--- config.mk ---
export PLATFORM = sky130hd
export DESIGN_NAME = ssha3_agen
export DESIGN_NICKNAME = d
export VERILOG_FILES = /design/src/rtl/ssha3_agen.sv
export SDC_FILE = /design/constraint.sdc
export NUM_CORES = 1
export LEC_CHECK = 0
export CAP_MARGIN = 25
export CORE_ASPECT_RATIO = 0.9
export CORE_MARGIN = 1
export CORE_UTILIZATION = 65
export CTS_BUF_LIST = sky130_fd_sc_hd__clkbuf_16
export CTS_CLUSTER_SIZE = 40
export DETAILED_ROUTE_END_ITERATION = 10
export DONT_BUFFER_PORTS = 1
export GPL_TIMING_DRIVEN = 0
export HOLD_SLACK_MARGIN = 0.06
export PLACE_DENSITY = 0.84
export SYNTH_ARGS = -nofsm -noshare
export SYNTH_HDL_FRONTEND = slang
export SYNTH_SLANG_ARGS = --single-unit
--- constraint.sdc ---
create_clock -name g_clk -period 20.7 [get_ports g_clk]
set_clock_uncertainty 0.2 [all_clocks]
set_input_delay 4.14 -clock g_clk [delete_from_list [all_inputs] [get_ports g_clk]]
set_output_delay 4.14 -clock g_clk [all_outputs]
set_load 0.1 [all_outputs]
--- src/rtl/ssha3_agen.sv ---
// ssha3_agen: sequential Keccak-f lane address generator for the scalar SHA3
// datapath. One start handshake produces 25 lane byte addresses, one per
// valid/ready beat, walking source (x,y) with x as the inner counter.
//
// Optional feature macro: SSHA3_AGEN_RHO_EN (adds the rot_amt output).
//
// Ports:
//   g_clk, g_resetn          clock, asynchronous active-low reset
//   start_valid/start_ready  start handshake (ready only while idle)
//   mode                     0=XY 1=X1 2=X2 3=X4 4=YX, 5..7 illegal
//   base                     state base byte address, sampled on start
//   abort                    cancel current sequence (RUN only)
//   addr_valid/addr_ready    address beat handshake
//   addr                     base + (index << LANE_SHIFT), wraps mod 2^XLEN
//   addr_x, addr_y           source lane coordinates of the current beat
//   addr_last                high on the final beat (x=4, y=4)
//   err                      one-cycle pulse after a start with illegal mode
//   rot_amt                  (SSHA3_AGEN_RHO_EN) rho offset of the source lane
module ssha3_agen #(
  parameter int unsigned XLEN       = 32,
  parameter int unsigned LANE_SHIFT = 2
) (
  input  logic                  g_clk,
  input  logic                  g_resetn,
  input  logic                  start_valid,
  output logic                  start_ready,
  input  logic [2:0]            mode,
  input  logic [XLEN-1:0]       base,
  input  logic                  abort,
  output logic                  addr_valid,
  input  logic                  addr_ready,
  output logic [XLEN-1:0]       addr,
  output logic [2:0]            addr_x,
  output logic [2:0]            addr_y,
  output logic                  addr_last,
  output logic                  err
`ifdef SSHA3_AGEN_RHO_EN
  ,
  output logic [LANE_SHIFT+2:0] rot_amt
`endif
);

  localparam int unsigned IDX_W = 5;

  localparam logic [2:0] MODE_XY = 3'd0;
  localparam logic [2:0] MODE_X1 = 3'd1;
  localparam logic [2:0] MODE_X2 = 3'd2;
  localparam logic [2:0] MODE_X4 = 3'd3;
  localparam logic [2:0] MODE_YX = 3'd4;

  typedef enum logic [0:0] {
    S_IDLE = 1'b0,
    S_RUN  = 1'b1
  } state_e;

  state_e          state_q, state_d;
  logic [2:0]      x_q, x_d;
  logic [2:0]      y_q, y_d;
  logic [2:0]      mode_q, mode_d;
  logic [XLEN-1:0] base_q, base_d;
  logic [XLEN-1:0] addr_q, addr_d;
  logic            last_q, last_d;
  logic            err_q, err_d;
  logic [2:0]      col, row;
  logic [IDX_W-1:0] idx;

  // Reduce a value in 0..9 modulo 5 with a single compare-subtract.
  function automatic logic [2:0] mod5_small(input logic [3:0] v);
    return (v >= 4'd5) ? 3'(v - 4'd5) : 3'(v);
  endfunction

  // Reduce a value in 0..14 modulo 5 with a two-step compare-subtract.
  function automatic logic [2:0] mod5_wide(input logic [3:0] v);
    if (v >= 4'd10)     return 3'(v - 4'd10);
    else if (v >= 4'd5) return 3'(v - 4'd5);
    else                return 3'(v);
  endfunction

`ifdef SSHA3_AGEN_RHO_EN
  logic [LANE_SHIFT+2:0] rot_q, rot_d;
  logic [5:0]            rho_full;

  // Keccak rho offsets indexed by source (x,y).
  function automatic logic [5:0] rho_lut(input logic [2:0] x, input logic [2:0] y);
    case ({y, x})
      {3'd0, 3'd0}: return 6'd0;
      {3'd0, 3'd1}: return 6'd1;
      {3'd0, 3'd2}: return 6'd62;
      {3'd0, 3'd3}: return 6'd28;
      {3'd0, 3'd4}: return 6'd27;
      {3'd1, 3'd0}: return 6'd36;
      {3'd1, 3'd1}: return 6'd44;
      {3'd1, 3'd2}: return 6'd6;
      {3'd1, 3'd3}: return 6'd55;
      {3'd1, 3'd4}: return 6'd20;
      {3'd2, 3'd0}: return 6'd3;
      {3'd2, 3'd1}: return 6'd10;
      {3'd2, 3'd2}: return 6'd43;
      {3'd2, 3'd3}: return 6'd25;
      {3'd2, 3'd4}: return 6'd39;
      {3'd3, 3'd0}: return 6'd41;
      {3'd3, 3'd1}: return 6'd45;
      {3'd3, 3'd2}: return 6'd15;
      {3'd3, 3'd3}: return 6'd21;
      {3'd3, 3'd4}: return 6'd8;
      {3'd4, 3'd0}: return 6'd18;
      {3'd4, 3'd1}: return 6'd2;
      {3'd4, 3'd2}: return 6'd61;
      {3'd4, 3'd3}: return 6'd56;
      {3'd4, 3'd4}: return 6'd14;
      default:      return 6'd0;
    endcase
  endfunction

  assign rot_amt = rot_q;
`endif

  // State and datapath registers.
  always_ff @(posedge g_clk or negedge g_resetn) begin
    if (!g_resetn) begin
      state_q <= S_IDLE;
      x_q     <= '0;
      y_q     <= '0;
      mode_q  <= '0;
      base_q  <= '0;
      addr_q  <= '0;
      last_q  <= 1'b0;
      err_q   <= 1'b0;
`ifdef SSHA3_AGEN_RHO_EN
      rot_q   <= '0;
`endif
    end else begin
      state_q <= state_d;
      x_q     <= x_d;
      y_q     <= y_d;
      mode_q  <= mode_d;
      base_q  <= base_d;
      addr_q  <= addr_d;
      last_q  <= last_d;
      err_q   <= err_d;
`ifdef SSHA3_AGEN_RHO_EN
      rot_q   <= rot_d;
`endif
    end
  end

  // Next-state logic: start acceptance, beat stepping, abort.
  always_comb begin
    state_d = state_q;
    x_d     = x_q;
    y_d     = y_q;
    mode_d  = mode_q;
    base_d  = base_q;
    err_d   = 1'b0;
    case (state_q)
      S_IDLE: begin
        if (start_valid) begin
          if (mode <= MODE_YX) begin
            state_d = S_RUN;
            mode_d  = mode;
            base_d  = base;
            x_d     = '0;
            y_d     = '0;
          end else begin
            err_d = 1'b1;
          end
        end
      end
      S_RUN: begin
        // abort wins over a same-cycle handshake; the offered beat is dropped
        if (abort) begin
          state_d = S_IDLE;
          x_d     = '0;
          y_d     = '0;
        end else if (addr_ready) begin
          if (x_q == 3'd4 && y_q == 3'd4) begin
            state_d = S_IDLE;
            x_d     = '0;
            y_d     = '0;
          end else if (x_q < 3'd4) begin
            x_d = 3'(x_q + 3'd1);
          end else begin
            x_d = '0;
            y_d = 3'(y_q + 3'd1);
          end
        end
      end
      default: state_d = S_IDLE;
    endcase
  end

  // Output logic: lane index mapping for the next beat plus status decode.
  always_comb begin
    col = x_d;
    row = y_d;
    case (mode_d)
      MODE_XY: begin col = x_d; row = y_d; end
      MODE_X1: begin col = mod5_small({1'b0, x_d} + 4'd1); row = y_d; end
      MODE_X2: begin col = mod5_small({1'b0, x_d} + 4'd2); row = y_d; end
      MODE_X4: begin col = mod5_small({1'b0, x_d} + 4'd4); row = y_d; end
      MODE_YX: begin
        // (2x + 3y) mod 5, reducing each term before the final sum
        col = y_d;
        row = mod5_small({1'b0, mod5_small({x_d, 1'b0})} +
                         {1'b0, mod5_wide({1'b0, y_d} + {y_d, 1'b0})});
      end
      default: begin col = x_d; row = y_d; end
    endcase
    idx    = 5'({row, 2'b00}) + 5'(row) + 5'(col);
    addr_d = base_d + (XLEN'(idx) << LANE_SHIFT);
    last_d = (state_d == S_RUN) && (x_d == 3'd4) && (y_d == 3'd4);
`ifdef SSHA3_AGEN_RHO_EN
    rho_full = rho_lut(x_d, y_d);
    rot_d    = rho_full[LANE_SHIFT+2:0];
`endif
    start_ready = (state_q == S_IDLE);
    addr_valid  = (state_q == S_RUN);
  end

  assign addr      = addr_q;
  assign addr_x    = x_q;
  assign addr_y    = y_q;
  assign addr_last = last_q;
  assign err       = err_q;

endmodule

==> reports/metrics.cfg <==
[die]
initial_core_util=0.6750
design.die.area_um2=7175
core_area_um2=6586
num_io_pins=82
std_cell_rows=28
floorplan_die_width_um=89.18
fp.dieH_um=80.46

[critical_path]
crit_path_max_incr_delay_ns=0.61
critPathTopFamily=adder cells
worstSetupEndpointType=flip-flop
worst_path_most_repeated_cell=ha_1
worstSetupStartpoint=abort
worst_ep_required_time_ns=20.70
startpoint_type=input pin
worst-path-buf-inv=5
crit_path_slowest_cell=a22oi_1
timing.setup.critical_path_class=in -> reg
worst-endpoint-arrival_ns=11.68
critPathMaxFanout=10
timing.rr.start=addr_valid$_DFF_PN0_

[final_layout]
design.final.nets=560
nFillCells=454
most_frequent_standard_cell_in_the_layout_excluding_fill_and_tap_cells=nand2_1
layout.cells.most_common_list=nand2_1, dfrtp_1, ha_1
stdcell_count=577
drive_gt1_frac=0.09035
final_cell_area_um2=4877
num_antenna_cells=0
area_growth_pct=9.710
finalCoreUtilization=0.7405

[clock_tree]
cts.hold.buffers_added=0
worstSkewPairLatency_ns=0.33
tritoncts_clock_tree=done
post-cts-setup-buffer-count=0
post_cts_resized=0
cts.path.max_buffers=2
cts.sink_count=74
path_clk_slew_ns=0.06
clock-root-buffer=clkbuf_16
htreeDepth=3
number_of_clock_buffers_inserted_by_tritoncts=9

[placement]
placed_cell_area_um2=4558
placed_cells_incl_taps=561
hpwl_um=7436
buffer_ports.inserted=0
gp_routability_congestion=0.8499

[timing]
fin_tns_setup_ns=0
slew_violations=0
fin_crit_ns=11.68
final.period_utilization=0.5641
grt_setup_unrepaired=false
maxSlewHeadroom=0.2758
timing_worst_slew_pin_value_ns=1.086
setup_viol=0
max_freq_mhz=85.64
hold_viol=0
final.hold.worst_slack_ns=0.2815

[route]
dr.first_iter.drc_count=263
final_antenna_net_count=0
wl_per_cell_um=18.37
average_vias_per_placed_instance=6.263
uppermost_metal_layer_occupied_by_signal_nets=met4
detailed_routed_wire_length_on_met2_um=5033
drt_drc_violations_left=0
totalWireLength_um=10600
detail_route.first_pass.iterations=5
via_count=3614
wirelength_met1_um=4481
detailroute.wirelength.met3_um=955

[global_route]
grt_max_degree=75
gr-total-overflow=0
total_routing_usage_reported_by_global_routing=0.3156
grt_pass1_vias=3485
antenna_found_initial=0
grt_first_pass_wirelength_um=16920

[pwr]
switching_share_of_power=0.5154
p_comb_frac=0.249
power.switching_mw=0.3884
total_leakage_power_nw=2.358
internal-power_mw=0.3652
max-vdd-ir-drop_uv=122.9
fraction_of_power_consumed_by_the_clock_network=0.219
seq_power_share=0.533
power.density_nw_per_um2=154.5

[synth]
ys_ff_latch=74
synthesis.yosys.warnings=0
synth-edff-count=0
mean_area_per_synthesized_cell_um2=9.438
seq_area_frac_synth=0.4165
synthArstFlopShare=1.000
synth.lib_cells_used.distinct=64
synthesis.instances=471
predominant_post_synthesis_flop_cell=dfrtp_1
synth_area_um2=4446
synth_fp_nets=549

[min_path]
holdCritPathClass=reg -> reg
hold_path.startpoint=addr[1]$_DFFE_PN0P_

[outcome]
run_status=finished clean

[job]
cap_viol_max_count=0

## layout make-up
| cell class | count | area, um^2 | area share |
|---|---|---|---|
| Multi-Input combinational cell | 353 | 2411 | 0.4944 |
| Clock buffer | 9 | 225.2 | 0.04618 |
| Tap cell | 90 | 112.6 | 0.02309 |
| Clock inverter | 7 | 93.84 | 0.01924 |
| Sequential cell | 74 | 1852 | 0.3797 |
| Buffer | 12 | 62.56 | 0.01283 |
| Inverter | 32 | 120.1 | 0.02463 |
## Yosys cell counts, drive strengths merged, types with 4 or more instances
cell type,count,area [um^2]
a21o,7,52.55
a21oi,21,123.9
a31oi,4,25.02
buf,8,47.54
clkbuf,4,15.01
dfrtp,74,1852
fa,6,120.1
ha,32,400.4
inv,32,120.1
mux2,4,45.04
mux2i,12,120.1
nand2,101,381.6
nand2b,4,25.02
nand3,23,115.1
nand4,9,56.30
nor2,21,78.83
nor3,7,40.04
o21ai,20,100.1
xnor2,27,236.5
xor2,5,43.79
## power groups by stage
| stage | clock network [mW] | registers (mW) | logic [mW] |
|---|---|---|---|
| after floorplan | 0 | 0.395 | 0.148 |
| after global placement | 0 | 0.401 | 0.174 |
| after detailed placement | 0 | 0.402 | 0.182 |
| after CTS | 0.166 | 0.402 | 0.186 |
| after global routing | 0.171 | 0.407 | 0.208 |
| final | 0.165 | 0.402 | 0.187 |
## metal layers
metal  global-route usage  vias to the layer above
met5                    0                        -
met4              0.07778                        0
met3              0.08119                       14
met2               0.5252                      191
met1               0.4102                     1763
li1                     -                     1646
## flip-flops by register name, indices dropped and copies added (netlist names)
name        count
addr           32
addr_last       1
addr_valid      1
addr_x          3
addr_y          3
base_q         30
err             1
mode_q          3
## cells by family after synthesis
logic type      after synthesis  share of synthesized area
xor+xnor                     32                    0.06305
fa+ha+maj                    38                     0.1171
simple gates                183                     0.1903
buf+inv                      44                    0.04109
flops                        74                     0.4166
mux                          16                    0.03715
compound gates               84                     0.1348
## stage by stage
step	setup WS (ns)	total power, mW
after global routing	8.567	0.7856
after global placement	8.993	0.5750
after CTS	9.056	0.7536
final	9.024	0.7536
after floorplan	9.809	0.5430
after detailed placement	8.797	0.5838
## worst min-delay path, cell delays in order (launching register included)
cell	delay, ns
dfrtp_1	0.34
nand2_1	0.05
nand2_1	0.05
## final timing paths
check / to / slack [ns] / cells past startpoint
setup / recovery: addr[26]$_DFF_PN0_ / 9.02 / 31
hold / removal: addr[1]$_DFFE_PN0P_ / 0.28 / 2
setup reg to reg: addr[26]$_DFF_PN0_ / 11.59 / 32
hold reg to reg: addr[1]$_DFFE_PN0P_ / 0.28 / 2
max in group asynchronous: addr[25]$_DFF_PN0_ / 16.89 / 0
min in group asynchronous: addr[23]$_DFF_PN0_ / 3.30 / 0
Note: power is estimated with default switching activity, not from simulation.
